`config.mk`:
```
export PLATFORM = sky130hd
export DESIGN_NAME = ide_pio_master_flat
export DESIGN_NICKNAME = d
export VERILOG_FILES = /design/src/rtl/ide_pio_pkg.sv /design/src/rtl/ide_pio_master_if.sv /design/src/rtl/ide_iordy_sync.sv /design/src/rtl/ide_pio_master.sv /design/src/flat_wrapper.sv
export SDC_FILE = /design/constraint.sdc
export NUM_CORES = 1
export LEC_CHECK = 0
export BUFFER_PORTS_ARGS = -buffer_cell sky130_fd_sc_hd__buf_2
export CORE_MARGIN = 2
export CORE_UTILIZATION = 47
export DETAILED_ROUTE_END_ITERATION = 10
export PLACE_DENSITY = 0.72
export SYNTH_ARGS = -nofsm -noshare
export SYNTH_HDL_FRONTEND = slang
export SYNTH_SLANG_ARGS = --single-unit
```
`constraint.sdc`:
```
create_clock -name CLKCPU -period 2.13 [get_ports CLKCPU]
set_input_delay 0.213 -clock CLKCPU [delete_from_list [all_inputs] [get_ports CLKCPU]]
set_output_delay 0.213 -clock CLKCPU [all_outputs]
set_load 0.03 [all_outputs]
```
`src/rtl/ide_pio_pkg.sv`:
```
// Shared types, default timing and ADDR field layout for the IDE PIO master.
package ide_pio_pkg;

   typedef enum logic [2:0] {
      ST_IDLE,
      ST_SETUP,
      ST_ACTIVE,
      ST_WAIT,
      ST_HOLD,
      ST_RECOVER
   } state_e;

   localparam int unsigned T_SETUP_DEF       = 2;
   localparam int unsigned T_ACTIVE_DEF      = 6;
   localparam int unsigned T_HOLD_DEF        = 1;
   localparam int unsigned T_RECOVER_DEF     = 4;
   localparam int unsigned IORDY_TIMEOUT_DEF = 255;

   localparam int ADDR_W     = 4;
   localparam int DATA_W     = 16;
   localparam int DA_W       = 3;
   localparam int CS_SEL_BIT = 3;
   localparam int DA_MSB     = 2;
   localparam int DA_LSB     = 0;

   typedef struct packed {
      logic              rw;
      logic [ADDR_W-1:0] addr;
      logic [DATA_W-1:0] wdata;
   } req_t;

   // Counter preload for a phase lasting t cycles; 0 behaves as 1, long phases saturate.
   function automatic logic [7:0] cnt_load(input int unsigned t);
      if (t <= 1) begin
         return 8'd0;
      end
      if (t > 256) begin
         return 8'hFF;
      end
      return 8'(t - 1);
   endfunction

endpackage

```
`src/rtl/ide_pio_master_if.sv`:
```
// CPU-side request/response signals and IDE device pins of the PIO master.
interface ide_pio_master_if;
   import ide_pio_pkg::*;

   logic              REQ;
   logic              RW;
   logic [ADDR_W-1:0] ADDR;
   logic [DATA_W-1:0] WDATA;
   logic [DATA_W-1:0] RDATA;
   logic              ACK;
   logic              BUSY;
   logic              ERR;
   logic              IDE_CS0_N;
   logic              IDE_CS1_N;
   logic [DA_W-1:0]   IDE_DA;
   logic              IDE_DIOR_N;
   logic              IDE_DIOW_N;
   logic [DATA_W-1:0] IDE_D_OUT;
   logic              IDE_D_OE;
   logic [DATA_W-1:0] IDE_D_IN;
   logic              IORDY;

   modport master (
      input  REQ, RW, ADDR, WDATA, IDE_D_IN, IORDY,
      output RDATA, ACK, BUSY, ERR,
      output IDE_CS0_N, IDE_CS1_N, IDE_DA, IDE_DIOR_N, IDE_DIOW_N,
      output IDE_D_OUT, IDE_D_OE
   );

   modport slave (
      output REQ, RW, ADDR, WDATA, IDE_D_IN, IORDY,
      input  RDATA, ACK, BUSY, ERR,
      input  IDE_CS0_N, IDE_CS1_N, IDE_DA, IDE_DIOR_N, IDE_DIOW_N,
      input  IDE_D_OUT, IDE_D_OE
   );

endinterface

```
`src/rtl/ide_iordy_sync.sv`:
```
// Two-flop synchronizer for the asynchronous IORDY pin; resets to "ready".
module ide_iordy_sync (
   input  logic clk,
   input  logic rst,
   input  logic d,
   output logic q
);

   logic [1:0] sync_q;
   logic [1:0] sync_d;

   always_comb begin
      sync_d = {sync_q[0], d};
   end

   always_ff @(posedge clk) begin
      if (rst) begin
         sync_q <= 2'b11;
      end else begin
         sync_q <= sync_d;
      end
   end

   assign q = sync_q[1];

endmodule

```
`src/rtl/ide_pio_master.sv`:
```
// IDE PIO cycle generator: one request at a time, ACK 1+T_SETUP+T_ACTIVE+T_HOLD cycles after accept.
// REQ ignored while BUSY; IORDY wait/timeout only when IDE_IORDY_EN is defined.
module ide_pio_master
   import ide_pio_pkg::*;
#(
   parameter int unsigned T_SETUP   = T_SETUP_DEF,
   parameter int unsigned T_ACTIVE  = T_ACTIVE_DEF,
   parameter int unsigned T_HOLD    = T_HOLD_DEF,
   parameter int unsigned T_RECOVER = T_RECOVER_DEF
`ifdef IDE_IORDY_EN
   ,
   parameter int unsigned IORDY_TIMEOUT = IORDY_TIMEOUT_DEF
`endif
) (
   input logic            CLKCPU,
   input logic            RESET,
   ide_pio_master_if.master io
);

   localparam logic [7:0] LD_SETUP   = cnt_load(T_SETUP);
   localparam logic [7:0] LD_ACTIVE  = cnt_load(T_ACTIVE);
   localparam logic [7:0] LD_HOLD    = cnt_load(T_HOLD);
   localparam logic [7:0] LD_RECOVER = cnt_load(T_RECOVER);
`ifdef IDE_IORDY_EN
   localparam logic [7:0] LD_WAIT    = cnt_load(IORDY_TIMEOUT);
`else
   localparam logic [7:0] LD_WAIT    = 8'd0;
`endif

   state_e            state_q, state_d;
   logic [7:0]        cnt_q, cnt_d;
   req_t              req_q, req_d;
   logic              to_q, to_d;
   logic [DATA_W-1:0] rdata_q, rdata_d;
   logic              ack_q, ack_d;
   logic              busy_q, busy_d;
   logic              err_q, err_d;
   logic              cs0_n_q, cs0_n_d;
   logic              cs1_n_q, cs1_n_d;
   logic [DA_W-1:0]   da_q, da_d;
   logic              dior_n_q, dior_n_d;
   logic              diow_n_q, diow_n_d;
   logic [DATA_W-1:0] dout_q, dout_d;
   logic              doe_q, doe_d;
   logic              iordy_s;
   logic              bus_on;
   logic              strobe_on;

`ifdef IDE_IORDY_EN
   ide_iordy_sync u_iordy_sync (
      .clk (CLKCPU),
      .rst (RESET),
      .d   (io.IORDY),
      .q   (iordy_s)
   );
`else
   logic iordy_unused;
   assign iordy_unused = io.IORDY;
   assign iordy_s      = 1'b1;
`endif

   always_comb begin
      state_d = state_q;
      cnt_d   = cnt_q;
      req_d   = req_q;
      to_d    = to_q;
      rdata_d = rdata_q;
      unique case (state_q)
         ST_IDLE: begin
            if (io.REQ) begin
               req_d   = '{rw: io.RW, addr: io.ADDR, wdata: io.WDATA};
               to_d    = 1'b0;
               state_d = ST_SETUP;
               cnt_d   = LD_SETUP;
            end
         end
         ST_SETUP: begin
            if (cnt_q == 8'd0) begin
               state_d = ST_ACTIVE;
               cnt_d   = LD_ACTIVE;
            end else begin
               cnt_d = cnt_q - 8'd1;
            end
         end
         ST_ACTIVE: begin
            if (cnt_q == 8'd0) begin
               if (!iordy_s) begin
                  state_d = ST_WAIT;
                  cnt_d   = LD_WAIT;
               end else begin
                  state_d = ST_HOLD;
                  cnt_d   = LD_HOLD;
                  if (req_q.rw) begin
                     rdata_d = io.IDE_D_IN;
                  end
               end
            end else begin
               cnt_d = cnt_q - 8'd1;
            end
         end
         ST_WAIT: begin
            // A device turning ready on the last allowed cycle is not a timeout.
            if (iordy_s || (cnt_q == 8'd0)) begin
               state_d = ST_HOLD;
               cnt_d   = LD_HOLD;
               to_d    = !iordy_s;
               if (req_q.rw) begin
                  rdata_d = io.IDE_D_IN;
               end
            end else begin
               cnt_d = cnt_q - 8'd1;
            end
         end
         ST_HOLD: begin
            if (cnt_q == 8'd0) begin
               state_d = ST_RECOVER;
               cnt_d   = LD_RECOVER;
            end else begin
               cnt_d = cnt_q - 8'd1;
            end
         end
         ST_RECOVER: begin
            if (cnt_q == 8'd0) begin
               state_d = ST_IDLE;
               cnt_d   = 8'd0;
            end else begin
               cnt_d = cnt_q - 8'd1;
            end
         end
         default: begin
            state_d = ST_IDLE;
            cnt_d   = 8'd0;
         end
      endcase
   end

   // Pin values are decoded from the next state so every IDE output is a flop.
   always_comb begin
      bus_on    = state_d inside {ST_SETUP, ST_ACTIVE, ST_WAIT, ST_HOLD};
      strobe_on = state_d inside {ST_ACTIVE, ST_WAIT};
      cs0_n_d   = !(bus_on && !req_d.addr[CS_SEL_BIT]);
      cs1_n_d   = !(bus_on &&  req_d.addr[CS_SEL_BIT]);
      da_d      = bus_on ? req_d.addr[DA_MSB:DA_LSB] : '0;
      dior_n_d  = !(strobe_on &&  req_d.rw);
      diow_n_d  = !(strobe_on && !req_d.rw);
      doe_d     = bus_on && !req_d.rw;
      dout_d    = doe_d ? req_d.wdata : dout_q;
      ack_d     = (state_d == ST_RECOVER) && (state_q != ST_RECOVER);
      err_d     = ack_d && to_d;
      busy_d    = state_d != ST_IDLE;
   end

   always_ff @(posedge CLKCPU) begin
      if (RESET) begin
         state_q  <= ST_IDLE;
         cnt_q    <= 8'd0;
         req_q    <= '0;
         to_q     <= 1'b0;
         rdata_q  <= '0;
         ack_q    <= 1'b0;
         busy_q   <= 1'b0;
         err_q    <= 1'b0;
         cs0_n_q  <= 1'b1;
         cs1_n_q  <= 1'b1;
         da_q     <= '0;
         dior_n_q <= 1'b1;
         diow_n_q <= 1'b1;
         dout_q   <= '0;
         doe_q    <= 1'b0;
      end else begin
         state_q  <= state_d;
         cnt_q    <= cnt_d;
         req_q    <= req_d;
         to_q     <= to_d;
         rdata_q  <= rdata_d;
         ack_q    <= ack_d;
         busy_q   <= busy_d;
         err_q    <= err_d;
         cs0_n_q  <= cs0_n_d;
         cs1_n_q  <= cs1_n_d;
         da_q     <= da_d;
         dior_n_q <= dior_n_d;
         diow_n_q <= diow_n_d;
         dout_q   <= dout_d;
         doe_q    <= doe_d;
      end
   end

   assign io.RDATA      = rdata_q;
   assign io.ACK        = ack_q;
   assign io.BUSY       = busy_q;
   assign io.ERR        = err_q;
   assign io.IDE_CS0_N  = cs0_n_q;
   assign io.IDE_CS1_N  = cs1_n_q;
   assign io.IDE_DA     = da_q;
   assign io.IDE_DIOR_N = dior_n_q;
   assign io.IDE_DIOW_N = diow_n_q;
   assign io.IDE_D_OUT  = dout_q;
   assign io.IDE_D_OE   = doe_q;

endmodule

```
`src/flat_wrapper.sv`:
```
// flat-port wrapper written by rule: the top's interface ports become plain ports
module ide_pio_master_flat import ide_pio_pkg::*;
#(
   parameter int unsigned T_SETUP   = T_SETUP_DEF,
   parameter int unsigned T_ACTIVE  = T_ACTIVE_DEF,
   parameter int unsigned T_HOLD    = T_HOLD_DEF,
   parameter int unsigned T_RECOVER = T_RECOVER_DEF

)
  (CLKCPU, RESET, io_REQ, io_RW, io_ADDR, io_WDATA, io_IDE_D_IN, io_IORDY, io_RDATA, io_ACK, io_BUSY, io_ERR, io_IDE_CS0_N, io_IDE_CS1_N, io_IDE_DA, io_IDE_DIOR_N, io_IDE_DIOW_N, io_IDE_D_OUT, io_IDE_D_OE);
  ide_pio_master_if io_i ();
  input logic CLKCPU;
  input logic RESET;
  input wire logic [$bits(io_i.REQ)-1:0] io_REQ;
  input wire logic [$bits(io_i.RW)-1:0] io_RW;
  input wire logic [$bits(io_i.ADDR)-1:0] io_ADDR;
  input wire logic [$bits(io_i.WDATA)-1:0] io_WDATA;
  input wire logic [$bits(io_i.IDE_D_IN)-1:0] io_IDE_D_IN;
  input wire logic [$bits(io_i.IORDY)-1:0] io_IORDY;
  output wire logic [$bits(io_i.RDATA)-1:0] io_RDATA;
  output wire logic [$bits(io_i.ACK)-1:0] io_ACK;
  output wire logic [$bits(io_i.BUSY)-1:0] io_BUSY;
  output wire logic [$bits(io_i.ERR)-1:0] io_ERR;
  output wire logic [$bits(io_i.IDE_CS0_N)-1:0] io_IDE_CS0_N;
  output wire logic [$bits(io_i.IDE_CS1_N)-1:0] io_IDE_CS1_N;
  output wire logic [$bits(io_i.IDE_DA)-1:0] io_IDE_DA;
  output wire logic [$bits(io_i.IDE_DIOR_N)-1:0] io_IDE_DIOR_N;
  output wire logic [$bits(io_i.IDE_DIOW_N)-1:0] io_IDE_DIOW_N;
  output wire logic [$bits(io_i.IDE_D_OUT)-1:0] io_IDE_D_OUT;
  output wire logic [$bits(io_i.IDE_D_OE)-1:0] io_IDE_D_OE;
  assign io_i.REQ = io_REQ;
  assign io_i.RW = io_RW;
  assign io_i.ADDR = io_ADDR;
  assign io_i.WDATA = io_WDATA;
  assign io_i.IDE_D_IN = io_IDE_D_IN;
  assign io_i.IORDY = io_IORDY;
  assign io_RDATA = io_i.RDATA;
  assign io_ACK = io_i.ACK;
  assign io_BUSY = io_i.BUSY;
  assign io_ERR = io_i.ERR;
  assign io_IDE_CS0_N = io_i.IDE_CS0_N;
  assign io_IDE_CS1_N = io_i.IDE_CS1_N;
  assign io_IDE_DA = io_i.IDE_DA;
  assign io_IDE_DIOR_N = io_i.IDE_DIOR_N;
  assign io_IDE_DIOW_N = io_i.IDE_DIOW_N;
  assign io_IDE_D_OUT = io_i.IDE_D_OUT;
  assign io_IDE_D_OE = io_i.IDE_D_OE;
  ide_pio_master #(.T_SETUP(T_SETUP), .T_ACTIVE(T_ACTIVE), .T_HOLD(T_HOLD), .T_RECOVER(T_RECOVER)) u_core (.CLKCPU(CLKCPU), .RESET(RESET), .io(io_i));
endmodule
```
==> results.toml <==
[finish]
fin_cells = 508
drive_gt1_frac = 0.336
seqCellArea_sq_mm = 0.00152
syn2layout_area_growth_pct = 26.8
multi_input_area_sq_mm = 0.00156
n_fill_cell = 587
nets = 466
diodes = 0

[logic_synthesis]
synth_top_area_frac = 0.473
synth_area_sq_mm = 0.00322
synth_edf_count = 0
ys_seq_area_frac = 0.473
ys_warn_count = 0
synth-simple-area-share = 0.234
ys_ff_latch = 76
ys_top_cells_by_area = "dfxtp_1, nand2b_1, mux2i_1"
async_flop_share = 0
yosysUniqueCellTypes = 50
synth_xor_area_frac = 0.0136
synth_commonest_cells = "dfxtp_1, nand2_1, nand2b_1, a21oi_1, mux2i_1"
synth_top_family_by_area = "simple AND/OR/NAND/NOR gates"
yosysMostFrequentCell = "dfxtp_1"
synth_adder_area_share = 0.00778
yosys_most_used_dff = "dfxtp_1"
synth-compound-area-share = 0.0981
muxShareOfSynthArea = 0.127
syn_nets = 375
syn-instance-count = 332
yosys.area.top_type = "dfxtp_1"
avgSynthCellArea_sq_um = 9.69

[hold_path]
holdPathStages = 3
whs_endpoint = "u_core.req_q[17]"
hp-start = "io_ADDR[1]"
hp-class = "input pin to register"

[place]
dpl.cell_count = 490
place.gp.congestion = 0.868
portBuffers = 82
place_ws_ps = 98.5
post-dp-hpwl_um = 4710

[global_routing]
grt_busiest_layer = "met2"
antenna_found_initial = 0
grtUsageTotal = 0.192
grt_use_met2 = 0.297
first_global_vias = 2468
grt.met1_usage = 0.234
met3_usage = 0.0676
grt_max_degree = 33
grt-ovfl-total = 0
grt_pass1_wl_um = 11200

[floorplanning]
ios = 84
die-area_sq_mm = 0.00752
core.rowCount = 30
die_y_um = 86.7
start_util = 0.479
core-area_sq_mm = 0.00672
dieWidth_um = 86.7

[worst_setup_path]
r2r-end = "u_core.io.IDE_D_OUT[1]"
worstRegToRegCells = 7
cp-start-kind = "register"
cp_max_fo = 13
reg2reg_from = "u_core.cnt_q[0]"
reg2reg_slack_ps = 120
crit_path_end_kind = "register"
cp_data_arrival_time_ps = 2240
path_class = "register to register"
cp.required_ps = 2360

[routing]
drcViolationCount = 0
wl_um = 6880
num_vias = 2595
dr.first_iter.drc_count = 63
drt_first_pass_iters = 4
ant_nets = 0
post_drt_via_cell_ratio = 5.11
wl_per_cell_um = 13.5

[outcome]
status = "finished, final reports clean"

[job]
maxCapViolCount = 0

[timing]
tightestPinTransition_ps = 478
fin_crit_sh = 0.942
slew_violations = 0
worst_slack_ps = 124
hold_violations = 0
finClkSkew_ps = 6.92
tns_ps = 0
rsz0062_at_grt = "false"
setup_viol = 0
slew_headroom = 0.681
fmax_mhz = 499
fin_crit_ps = 2010

[cts]
cts_buffers = 9
clk_latency_ps = 350
cts.path.max_buffers = 2
htree_levels = 3
cts_tree = "built"
cts.sinks = 76
root_buffer = "clkbuf_8"
cts_hold_buf = 0
cts.clk_slew.worst_paths_ps = 70

[power]
power_leakage_uw = 0.00178
power_density_mw_per_mm2 = 1370
peakVddDrop_mv = 0.519
==> metal layers <==
metal / vias up / share of wire
met5: - / 0
li1: 1306 / -
met1: 1207 / 0.46
met2: 70 / 0.46
met4: 0 / 0.024
met3: 12 / 0.060
==> registers in the layout (all words and copies together), names as in the netlist, 3 cells and up <==
signal and count:
u_core.cnt_q 8, u_core.state_q 3, u_core.io.IDE_D_OUT 16, u_core.io.IDE_DA 3
u_core.req_q 21, u_core.io.RDATA 16
==> worst max path at each step <==
| stage | startpoint | endpoint | slack, ps | cells past startpoint |
|---|---|---|---|---|
| final | u_core.cnt_q[0] | u_core.io.IDE_D_OUT[1] | 120 | 7 |
| after global routing | u_core.cnt_q[0] | u_core.io.RDATA[6] | 10 | 8 |
| after CTS | u_core.cnt_q[0] | u_core.io.IDE_D_OUT[2] | 80 | 7 |
| after detailed placement | u_core.cnt_q[0] | u_core.io.IDE_D_OUT[0] | 100 | 7 |
| after global placement | u_core.cnt_q[0] | u_core.io.IDE_D_OUT[1] | 120 | 7 |
| after floorplan | u_core.cnt_q[0] | u_core.io.IDE_D_OUT[10] | 120 | 8 |
==> placed cells by master (no fill, tap or decap), types with 4 or more instances in the layout <==
cell type,n
dfxtp_1,76
nand2b_1,36
mux2i_1,18
inv_1,4
a21oi_1,28
nor2b_1,16
clkbuf_8,11
buf_2,82
mux2_4,10
nor2_1,13
mux2_2,7
buf_12,4
nor3_1,4
buf_4,15
nand2_1,45
==> power by group <==
part           internal [uW]  switching (uW)  leakage (uW)
sequential              1710             171      0.000620
combinational           1050            1330       0.00103
clock                    841             509      0.000127
==> stage by stage <==
step	utilization	hold WS (ps)	instance area, sq um	total power (uW)
after floorplan	-	361	3220	3590
after global placement	0.564	442	3790	4180
after detailed placement	0.564	450	3790	4230
after CTS	0.601	96.5	4040	5610
after global routing	0.607	106	4080	5950
final	0.607	112	4080	5610
==> critical path: stages, from the launching register on <==
cell	delay (ps)
dfxtp_1	360
inv_2	80
ha_1	150
or4b_4	520
nor2_8	110
o32a_2	190
buf_12	150
mux2_2	330
==> layout make-up <==
type | count | area share
timing repair buffer | 102 | 0.154
clock inverter | 4 | 0.0233
sequential | 76 | 0.373
multi-input combinational | 229 | 0.383
tap | 80 | 0.0245
clock buffer | 12 | 0.0380
inverter | 5 | 0.00460
==> repair_timing <==
item                       CTS  global route
buffers inserted             0             1
setup endpoints to repair    0            23
gates resized for setup      0             2
==> cell families after synthesis <==
logic type	Yosys count
muxes	35
AOI/OAI and AO/OA	50
adders and majority gates	2
buffers and inverters	27
xor gates and xnor gates	5
DFF	76
and+or+nand+nor	137
Note: power is estimated with default switching activity, not from simulation.
